==> src/rtl/rsa_modexp_engine.sv <==
// rsa_modexp_engine
//   Computes c = m^e mod p using left-to-right square-and-multiply. Each modular
//   product comes from a bit-serial interleaved multiplier, which needs no
//   Montgomery precomputation.
//
//   Square steps and multiply steps always both run, so the job time does not
//   depend on the value of the exponent.
//
// Parameters
//   WIDTH      bit width of p, m and c
//   EXP_WIDTH  bit width of e; the exponent bits are consumed MSB first
//
// Ports
//   clk, rst   system clock; synchronous active-high reset
//   ena        clock enable; while low, every register holds its value
//   start      starts a job when the block is idle
//   stop       aborts a running job; in IDLE it blocks start
//   irq_en     interrupt mask
//   irq_clr    clears the sticky interrupt-pending flag
//   p, e, m    operands, captured in LOAD
//   busy       high in LOAD, SQR and MUL
//   done       one-cycle completion pulse, for success and for error
//   err        1 when the last job had invalid operands (p < 2 or m >= p)
//   c          result register
//   irq        irq_pend AND irq_en
module rsa_modexp_engine #(
  parameter int WIDTH     = 8,
  parameter int EXP_WIDTH = 8
) (
  input  logic                 clk,
  input  logic                 rst,
  input  logic                 ena,
  input  logic                 start,
  input  logic                 stop,
  input  logic                 irq_en,
  input  logic                 irq_clr,
  input  logic [WIDTH-1:0]     p,
  input  logic [EXP_WIDTH-1:0] e,
  input  logic [WIDTH-1:0]     m,
  output logic                 busy,
  output logic                 done,
  output logic                 err,
  output logic [WIDTH-1:0]     c,
  output logic                 irq
);

  localparam int CNT_W = (WIDTH > 1) ? $clog2(WIDTH) : 1;
  localparam int J_W   = (EXP_WIDTH > 1) ? $clog2(EXP_WIDTH) : 1;

  localparam logic [CNT_W-1:0] CNT_LAST = CNT_W'(WIDTH - 1);
  localparam logic [J_W-1:0]   J_MSB    = J_W'(EXP_WIDTH - 1);

  typedef enum logic [2:0] {
    IDLE,
    LOAD,
    SQR,
    MUL,
    FIN
  } state_t;

  state_t state;
  state_t state_nxt;

  logic [WIDTH-1:0]     p_reg;
  logic [EXP_WIDTH-1:0] e_reg;
  logic [WIDTH-1:0]     m_reg;
  logic [WIDTH-1:0]     acc;
  logic [WIDTH-1:0]     mm_r;
  logic [CNT_W-1:0]     mm_cnt;
  logic [J_W-1:0]       j_idx;
  logic                 irq_pend;

  logic                 invalid;
  logic                 mm_last;
  logic                 j_last;
  logic                 y_bit;
  logic [WIDTH:0]       p_ext;
  logic [WIDTH:0]       t_dbl_raw;
  logic [WIDTH:0]       t_dbl;
  logic [WIDTH:0]       t_sum;
  logic [WIDTH:0]       t_add;
  logic [WIDTH-1:0]     step_r;
  logic [WIDTH-1:0]     acc_after_mul;

  // Operands are validated while LOAD is active. The inputs are checked
  // directly here because the capture registers load on the same edge.
  assign invalid = (p[WIDTH-1:1] == '0) || (m >= p);

  assign mm_last = (mm_cnt == '0);
  assign j_last  = (j_idx == '0);
  assign p_ext   = {1'b0, p_reg};

  // One step of the interleaved multiplier, x = acc and y = acc or m_reg.
  // acc is only written on the final step of a product, so it can serve as the
  // multiplicand for the whole product. Each intermediate value is below
  // 2*p_reg, so one spare bit is enough and one conditional subtraction
  // reduces it.
  always_comb begin
    t_dbl_raw = {mm_r, 1'b0};
    t_dbl     = t_dbl_raw;
    if (t_dbl_raw >= p_ext) begin
      t_dbl = t_dbl_raw - p_ext;
    end
    y_bit = (state == SQR) ? acc[mm_cnt] : m_reg[mm_cnt];
    t_sum = t_dbl + {1'b0, acc};
    t_add = t_dbl;
    if (y_bit) begin
      t_add = t_sum;
      if (t_sum >= p_ext) begin
        t_add = t_sum - p_ext;
      end
    end
    step_r = t_add[WIDTH-1:0];
  end

  // The multiply pass runs for every exponent bit so that timing stays
  // constant. Its product is kept only when the current exponent bit is set.
  assign acc_after_mul = e_reg[j_idx] ? step_r : acc;

  // State register. It advances only on enabled cycles.
  always_ff @(posedge clk) begin
    if (rst) begin
      state <= IDLE;
    end else if (ena) begin
      state <= state_nxt;
    end
  end

  // Next-state logic. stop takes priority over every other transition.
  always_comb begin
    state_nxt = state;
    unique case (state)
      IDLE: begin
        if (!stop && start) begin
          state_nxt = LOAD;
        end
      end
      LOAD: begin
        if (stop) begin
          state_nxt = IDLE;
        end else if (invalid) begin
          state_nxt = FIN;
        end else begin
          state_nxt = SQR;
        end
      end
      SQR: begin
        if (stop) begin
          state_nxt = IDLE;
        end else if (mm_last) begin
          state_nxt = MUL;
        end
      end
      MUL: begin
        if (stop) begin
          state_nxt = IDLE;
        end else if (mm_last) begin
          state_nxt = j_last ? FIN : SQR;
        end
      end
      FIN: begin
        state_nxt = IDLE;
      end
      default: begin
        state_nxt = IDLE;
      end
    endcase
  end

  // Datapath registers: operand capture, accumulator, multiplier step state,
  // exponent index, result, error flag and sticky interrupt.
  // An aborted job leaves c and err untouched, so every update is gated by
  // !stop.
  always_ff @(posedge clk) begin
    if (rst) begin
      p_reg    <= '0;
      e_reg    <= '0;
      m_reg    <= '0;
      acc      <= '0;
      mm_r     <= '0;
      mm_cnt   <= '0;
      j_idx    <= '0;
      c        <= '0;
      err      <= 1'b0;
      irq_pend <= 1'b0;
    end else if (ena) begin
      // A done in the same cycle as irq_clr must still leave irq_pend set.
      if (irq_clr) begin
        irq_pend <= 1'b0;
      end
      if (state == FIN) begin
        irq_pend <= 1'b1;
      end

      unique case (state)
        LOAD: begin
          if (!stop) begin
            p_reg <= p;
            e_reg <= e;
            m_reg <= m;
            if (invalid) begin
              err <= 1'b1;
              c   <= '0;
            end else begin
              err    <= 1'b0;
              acc    <= WIDTH'(1);
              j_idx  <= J_MSB;
              mm_r   <= '0;
              mm_cnt <= CNT_LAST;
            end
          end
        end
        SQR: begin
          if (!stop) begin
            if (mm_last) begin
              acc    <= step_r;
              mm_r   <= '0;
              mm_cnt <= CNT_LAST;
            end else begin
              mm_r   <= step_r;
              mm_cnt <= mm_cnt - CNT_W'(1);
            end
          end
        end
        MUL: begin
          if (!stop) begin
            if (mm_last) begin
              acc    <= acc_after_mul;
              mm_r   <= '0;
              mm_cnt <= CNT_LAST;
              if (j_last) begin
                c <= acc_after_mul;
              end else begin
                j_idx <= j_idx - J_W'(1);
              end
            end else begin
              mm_r   <= step_r;
              mm_cnt <= mm_cnt - CNT_W'(1);
            end
          end
        end
        default: begin
        end
      endcase
    end
  end

  // Status outputs come straight from the state. done is masked by ena, so a
  // frozen FIN cycle produces only one pulse.
  assign busy = (state == LOAD) || (state == SQR) || (state == MUL);
  assign done = (state == FIN) && ena;
  assign irq  = irq_pend && irq_en;

endmodule
==> config.mk <==
export PLATFORM = sky130hd
export DESIGN_NAME = rsa_modexp_engine
export DESIGN_NICKNAME = d
export VERILOG_FILES = /design/src/rtl/rsa_modexp_engine.sv
export SDC_FILE = /design/constraint.sdc
export NUM_CORES = 1
export LEC_CHECK = 0
export ABC_AREA = 1
export BUFFER_PORTS_ARGS = -buffer_cell sky130_fd_sc_hd__buf_4
export CELL_PAD_IN_SITES_DETAIL_PLACEMENT = 1
export CELL_PAD_IN_SITES_GLOBAL_PLACEMENT = 2
export CORE_MARGIN = 2
export CORE_UTILIZATION = 37
export CTS_BUF_LIST = sky130_fd_sc_hd__clkbuf_8
export DETAILED_ROUTE_END_ITERATION = 7
export PLACE_DENSITY = 0.88
export SYNTH_ARGS = -nofsm -noshare
export SYNTH_HDL_FRONTEND = slang
export SYNTH_SLANG_ARGS = --single-unit
==> constraint.sdc <==
create_clock -name clk -period 9.5 [get_ports clk]
set_clock_uncertainty 0.1 [all_clocks]
set_input_delay 0.95 -clock clk [delete_from_list [all_inputs] [get_ports clk]]
set_output_delay 0.95 -clock clk [all_outputs]
set_load 0.01 [all_outputs]
* Yosys cells after proc, flatten, opt, wreduce, memory -nomap -nowiden *
Index checks and enable logic that the tools add are counted.

storage, ports and cells
  flip-flop bits (word level) = 59
  bits of input ports = 31
  output and inout port bits = 12

cells by class
  add/sub/neg operators = 5
  order comparisons = 5
  eq/ne operators = 17
  multiplexer cells = 50
  bitwise operators = 1
  reductions and logical operators = 23

operators with widths
  operator                                                                      number
  8-bit 2-to-1 mux                                                              18
  3-bit 2-to-1 mux                                                              15
  8-bit one-hot mux with 2 select lines                                         2
  8-bit one-hot mux with 3 select lines                                         1
  2-bit != test, second input constant                                          11
  9-bit by 8-bit >= comparator with 1-bit output                                2
  7-bit AND reduction                                                           2
  3-bit one-hot mux with 2 select lines                                         2
  3-bit one-hot mux with 4 select lines                                         1
  9-bit by 8-bit adder with 9-bit output                                        1
  1-bit binary-select mux with 3-bit select                                     3
  3-bit zero test                                                               3
  9-bit 2-to-1 mux                                                              1
  9-bit by 8-bit subtractor with 9-bit output                                   1
  8-bit >= comparator                                                           1
  3-bit by 4-bit less-than comparator with 1-bit output, second input constant  2
  8-bit AND reduction                                                           1
  8-bit subtractor                                                              1
  7-bit zero test                                                               1
  1-bit 2-to-1 mux                                                              7
  3-bit by 2-bit equality test with 1-bit output, second input constant         2
  3-bit != test, second input constant                                          2
  2-bit nonzero test                                                            3
  3-bit by 1-bit subtractor with 3-bit output, second input constant            2
  12 further kinds                                                              16

* Longest topological paths before layout *
  depth in word-level cells = 11
  depth in mapped cells = 33
  gate-level depth less buffers = 33

* Worst setup path before layout *
OpenSTA, ideal clock, no wires.

  path kind = flip-flop to flip-flop
  from = register p_reg[1]
  to = register acc[6]
  setup time = 117 ps
  arrival = 4002 ps
  required time = 9283 ps
  slack = 5281 ps
  stages on the path, launching flop included = 33
  buffers on the path = 0
  path through = dfxtp_1 > inv_1 > ha_1 > ha_1 > nand3_1 > nor3_2 > nor2_4 > nand2_8 > inv_4 > nor2_1 > ha_1 > inv_1 > fa_1 > inv_1 > nand3_1 > nand2_1 > a21oi_1 > xor2_1 > inv_1 > ha_1 > inv_1 > nor3_1 > nand2_1 > nand3_1 > nand2_1 > nand3_4 > nand2_2 > nand3_2 > nand2_1 > nand2_1 > nand2_1 > nor2_1 > nor2_1

between the ends
  cells in the longest elaborated chain, start to end = 10
  elaborated cells between the ends (all ways) = 14
  classes of those cells = add/sub: 3; order compare: 2; mux: 9

ends and longest elaborated chain
  element                                                                                                               line      text
  start, declared                                                                                                       64        logic [WIDTH-1:0] p_reg;
  start signal, assigned                                                                                                198       p_reg <= p;
  9-bit by 8-bit subtractor with 9-bit output / 9-bit by 8-bit >= comparator with 1-bit output (equally long branches)  102, 101
  9-bit 2-to-1 mux                                                                                                      101       if (t_dbl_raw >= p_ext) begin
  9-bit by 8-bit adder with 9-bit output                                                                                105       t_sum = t_dbl + {1'b0, acc};
  8-bit subtractor / 9-bit by 8-bit >= comparator with 1-bit output (equally long branches)                             110, 109
  8-bit 2-to-1 mux                                                                                                      109       if (t_sum >= p_ext) begin
  8-bit 2-to-1 mux (*)                                                                                                  107       if (y_bit) begin
  8-bit 2-to-1 mux                                                                                                      118       assign acc_after_mul = e_reg[j_idx] ? step_r : acc;
  8-bit 2-to-1 mux                                                                                                      227       if (mm_last) begin
  8-bit 2-to-1 mux                                                                                                      226       if (!stop) begin
  8-bit one-hot mux with 3 select lines (*)                                                                             195       unique case (state)
  end signal, assigned                                                                                                  216       acc <= step_r;
  end signal, assigned                                                                                                  228       acc <= acc_after_mul;
  end, declared                                                                                                         67        logic [WIDTH-1:0] acc;

Every way passes the cells marked *; elsewhere a longest branch is shown, timed or not. The select of a mux whose other input is x is not followed.
A chain may end at the register's enable or synchronous reset.

* Worst setup path after layout *
  from = register p_reg[1]
  to = register acc[2]

Same word-level chain as after synthesis.

==> out/qor.csv <==
metric;value;unit
Max Cap Viol;0;
post-route ant nets;0;
total grt overflow;0;
Tcrit/Tclk final;52.1;%
postcts setup bufs;0;
register share of total power;32.6;%
Static Leak;2.53;nW
Vias/cell;5.26;
Seq cells post-synth;59;
Post-synth ARST share;0;%
pwr/cell area;161;nW/um2
routed len/inst;16.6;um
synthesized net count;748;
DR vias;4559;
row count;40;
First-pass DRT Iterations;4;
Area Growth Syn to Fin;13.4;%
startpoint types;register;
reg2reg path depth;32;
synth unique cells;43;
Fillers;1614;
gp weighted congestion;1.01;
CP max stage cell;fa_1;
fraction of power spent switching nets;42.2;%
worst min-delay path class;register to register;
TritonCTS buffer count;9;
H-tree depth reported by CTS;3;
CTS tree;yes;
min-delay src;e_reg[4]$_SDFFE_PP0P_;
vias in the first global route;4828;
Main synth FF type;dfxtp_1;
die height;115;um
Critical Path Source;p_reg[1]$_SDFFE_PP0P_;
Max VDD drop;0.0730;mV
setup TNS;0;ns
switching pwr;0.349;mW
worst relative slew slack;39.0;%
Worst path max stage delay;0.40;ns
first-pass GRT wire length;23.9;mm
unrepaired setup endpoints after global routing;no;
arrival time at the worst endpoint;5.10;ns
Yosys warnings;0;
core area;12000;um2
share of the synthesized area in the top cell type;26.1;%
Final #Nets;788;
WL final;14.3;mm
synth top area cells;dfxtp_1, nand2_1, ha_1;
Worst Path Max Fanout;10;
commonest non-fill, non-tap cell in the layout;nand2_1;
Detail Placement HPWL;11.4;mm
total design power;0.827;mW
I/O pin count;43;
most frequent cells in the layout;nand2_1, inv_1, o21ai_0;
Post-route DRC;0;
initial DRC count;139;
hold buffer count at cts;0;
synthesized cell area;4530;um2
Clock Power Share;23.5;%
Resized Gates After CTS;0;
TritonCTS Sinks;59;
number of synthesized flops with an enable pin;0;
CP Class;register to register;
max-slew violation count;0;
share of cells above drive strength 1;15.7;%
Max Fclk;202;MHz
worst-case clock buffer depth;2;
largest net degree at the start of global routing;32;
r2r setup slk;4.55;ns
Pint;0.478;mW
Worst Setup End Kind;register;
IO buf count;42;
worst slew pin tran;0.911;ns
WP data required;9.64;ns
Worst path most repeated cell;inv_1;
Final Setup Violations;0;
fin crit period;4.95;ns
Worst-path clk slew;0.07;ns
Syn Area/Cell;6.69;um2
status;finished, final reports clean;
Die W;115;um
post-synthesis cell count;677;
cell taking the most area after synthesis;dfxtp_1;
Logic pwr share;43.9;%
Initial Util;37.9;%
die area;13100;um2
CTS root buffer;clkbuf_8;
Total GRT Usage;23.3;%
Worst R2R End;acc[2]$_SDFFE_PP0P_;
Diodes inserted;0;
CP Capture Point;acc[2]$_SDFFE_PP0P_;
Layout Utilization;42.9;%
clk_lat worst skew;0.35;ns
initial antenna violation count;0;
r2r startpoint;p_reg[1]$_SDFFE_PP0P_;
register area share after synthesis;26.1;%
Fin. Hold Viols;0;
-- power by group through the flow --
stage	registers [mW]	logic, mW	clock network (mW)
after floorplan	0.270	0.268	0
after global placement	0.274	0.350	0
after detailed placement	0.275	0.358	0
after CTS	0.269	0.360	0.203
after global routing	0.271	0.405	0.214
final	0.269	0.363	0.195
-- cell families (layout without fill, tap and decap cells) --
family	Yosys count	count (layout)	share of synthesized area, %
adder cells (fa/ha/maj)	40	40	11.5
XOR/XNOR	16	16	3.09
AND/OR/NAND/NOR	290	290	30.4
buffers and inverters	114	156	9.66
flip-flops	59	59	26.1
AO/OA/AOI/OAI	158	158	19.2
-- synth_stat cells (2+ instances only) --
cell and n:
a21oi_2 11, o21ai_0 67, nand2_2 15, a21o_1 2
nand2_1 146, xor2_1 10, nand3_4 2, inv_2 9
nand3_1 37, a21oi_1 62, a22oi_1 2, nand4_1 12
fa_1 3, buf_2 3, nand2_8 2, dfxtp_1 59
nor2_1 53, xnor2_1 6, or2_1 2, nand2_4 2
ha_1 37, o21ai_1 5, clkbuf_1 11, nor3_1 3
nand3_2 8, a31oi_1 3, inv_1 89
-- how the worst min path moves through the flow --
| stage | endpoint | slack, ns | cells past startpoint |
|---|---|---|---|
| final | e_reg[4]$_SDFFE_PP0P_ | 0.36 | 2 |
| after global routing | e_reg[4]$_SDFFE_PP0P_ | 0.38 | 2 |
| after CTS | e_reg[4]$_SDFFE_PP0P_ | 0.36 | 2 |
| after detailed placement | e_reg[4]$_SDFFE_PP0P_ | 0.35 | 2 |
| after global placement | e_reg[0]$_SDFFE_PP0P_ | 0.34 | 2 |
| after floorplan | e_reg[0]$_SDFFE_PP0P_ | 0.32 | 2 |
-- stage by stage --
stage,area [um2],worst slack [ns],hold WS [ns],cells
after CTS,5140,4.56,0.364,866
after global placement,4980,4.81,0.340,853
after global routing,5140,3.99,0.379,866
final,5140,4.55,0.356,866
after floorplan,4530,5.28,0.324,677
after detailed placement,4980,4.57,0.353,853
-- routing by layer --
layer,routed length (um),vias to the layer above,global-route usage [%],part of all wire (%)
met5,0,-,0,0
met4,329,0,8.70,2.3
met3,557,22,5.08,3.9
met2,7000,81,40.0,49
met1,6450,2156,28.4,45
li1,-,2300,-,-
-- final cells by class --
cell class | instances | area (um2) | area share, %
clock buffer | 10 | 138 | 2.68
tap | 147 | 184 | 3.58
timing repair buffer | 44 | 330 | 6.43
clock inverter | 3 | 17.5 | 0.341
multi-input combinational | 504 | 2910 | 56.7
sequential | 59 | 1180 | 23.0
inverter | 99 | 374 | 7.28
-- worst max-delay path, delay by kind of cell (launching register included) --
family                     cells  cell delay, ns
xor gates and xnor gates       1            0.22
DFF                            1            0.38
buffers and inverters          7            0.55
and+or+nand+nor               18            2.05
AOI/OAI and AO/OA              1            0.10
adders and majority gates      5            1.44
Note: power is estimated with default switching activity, not from simulation.
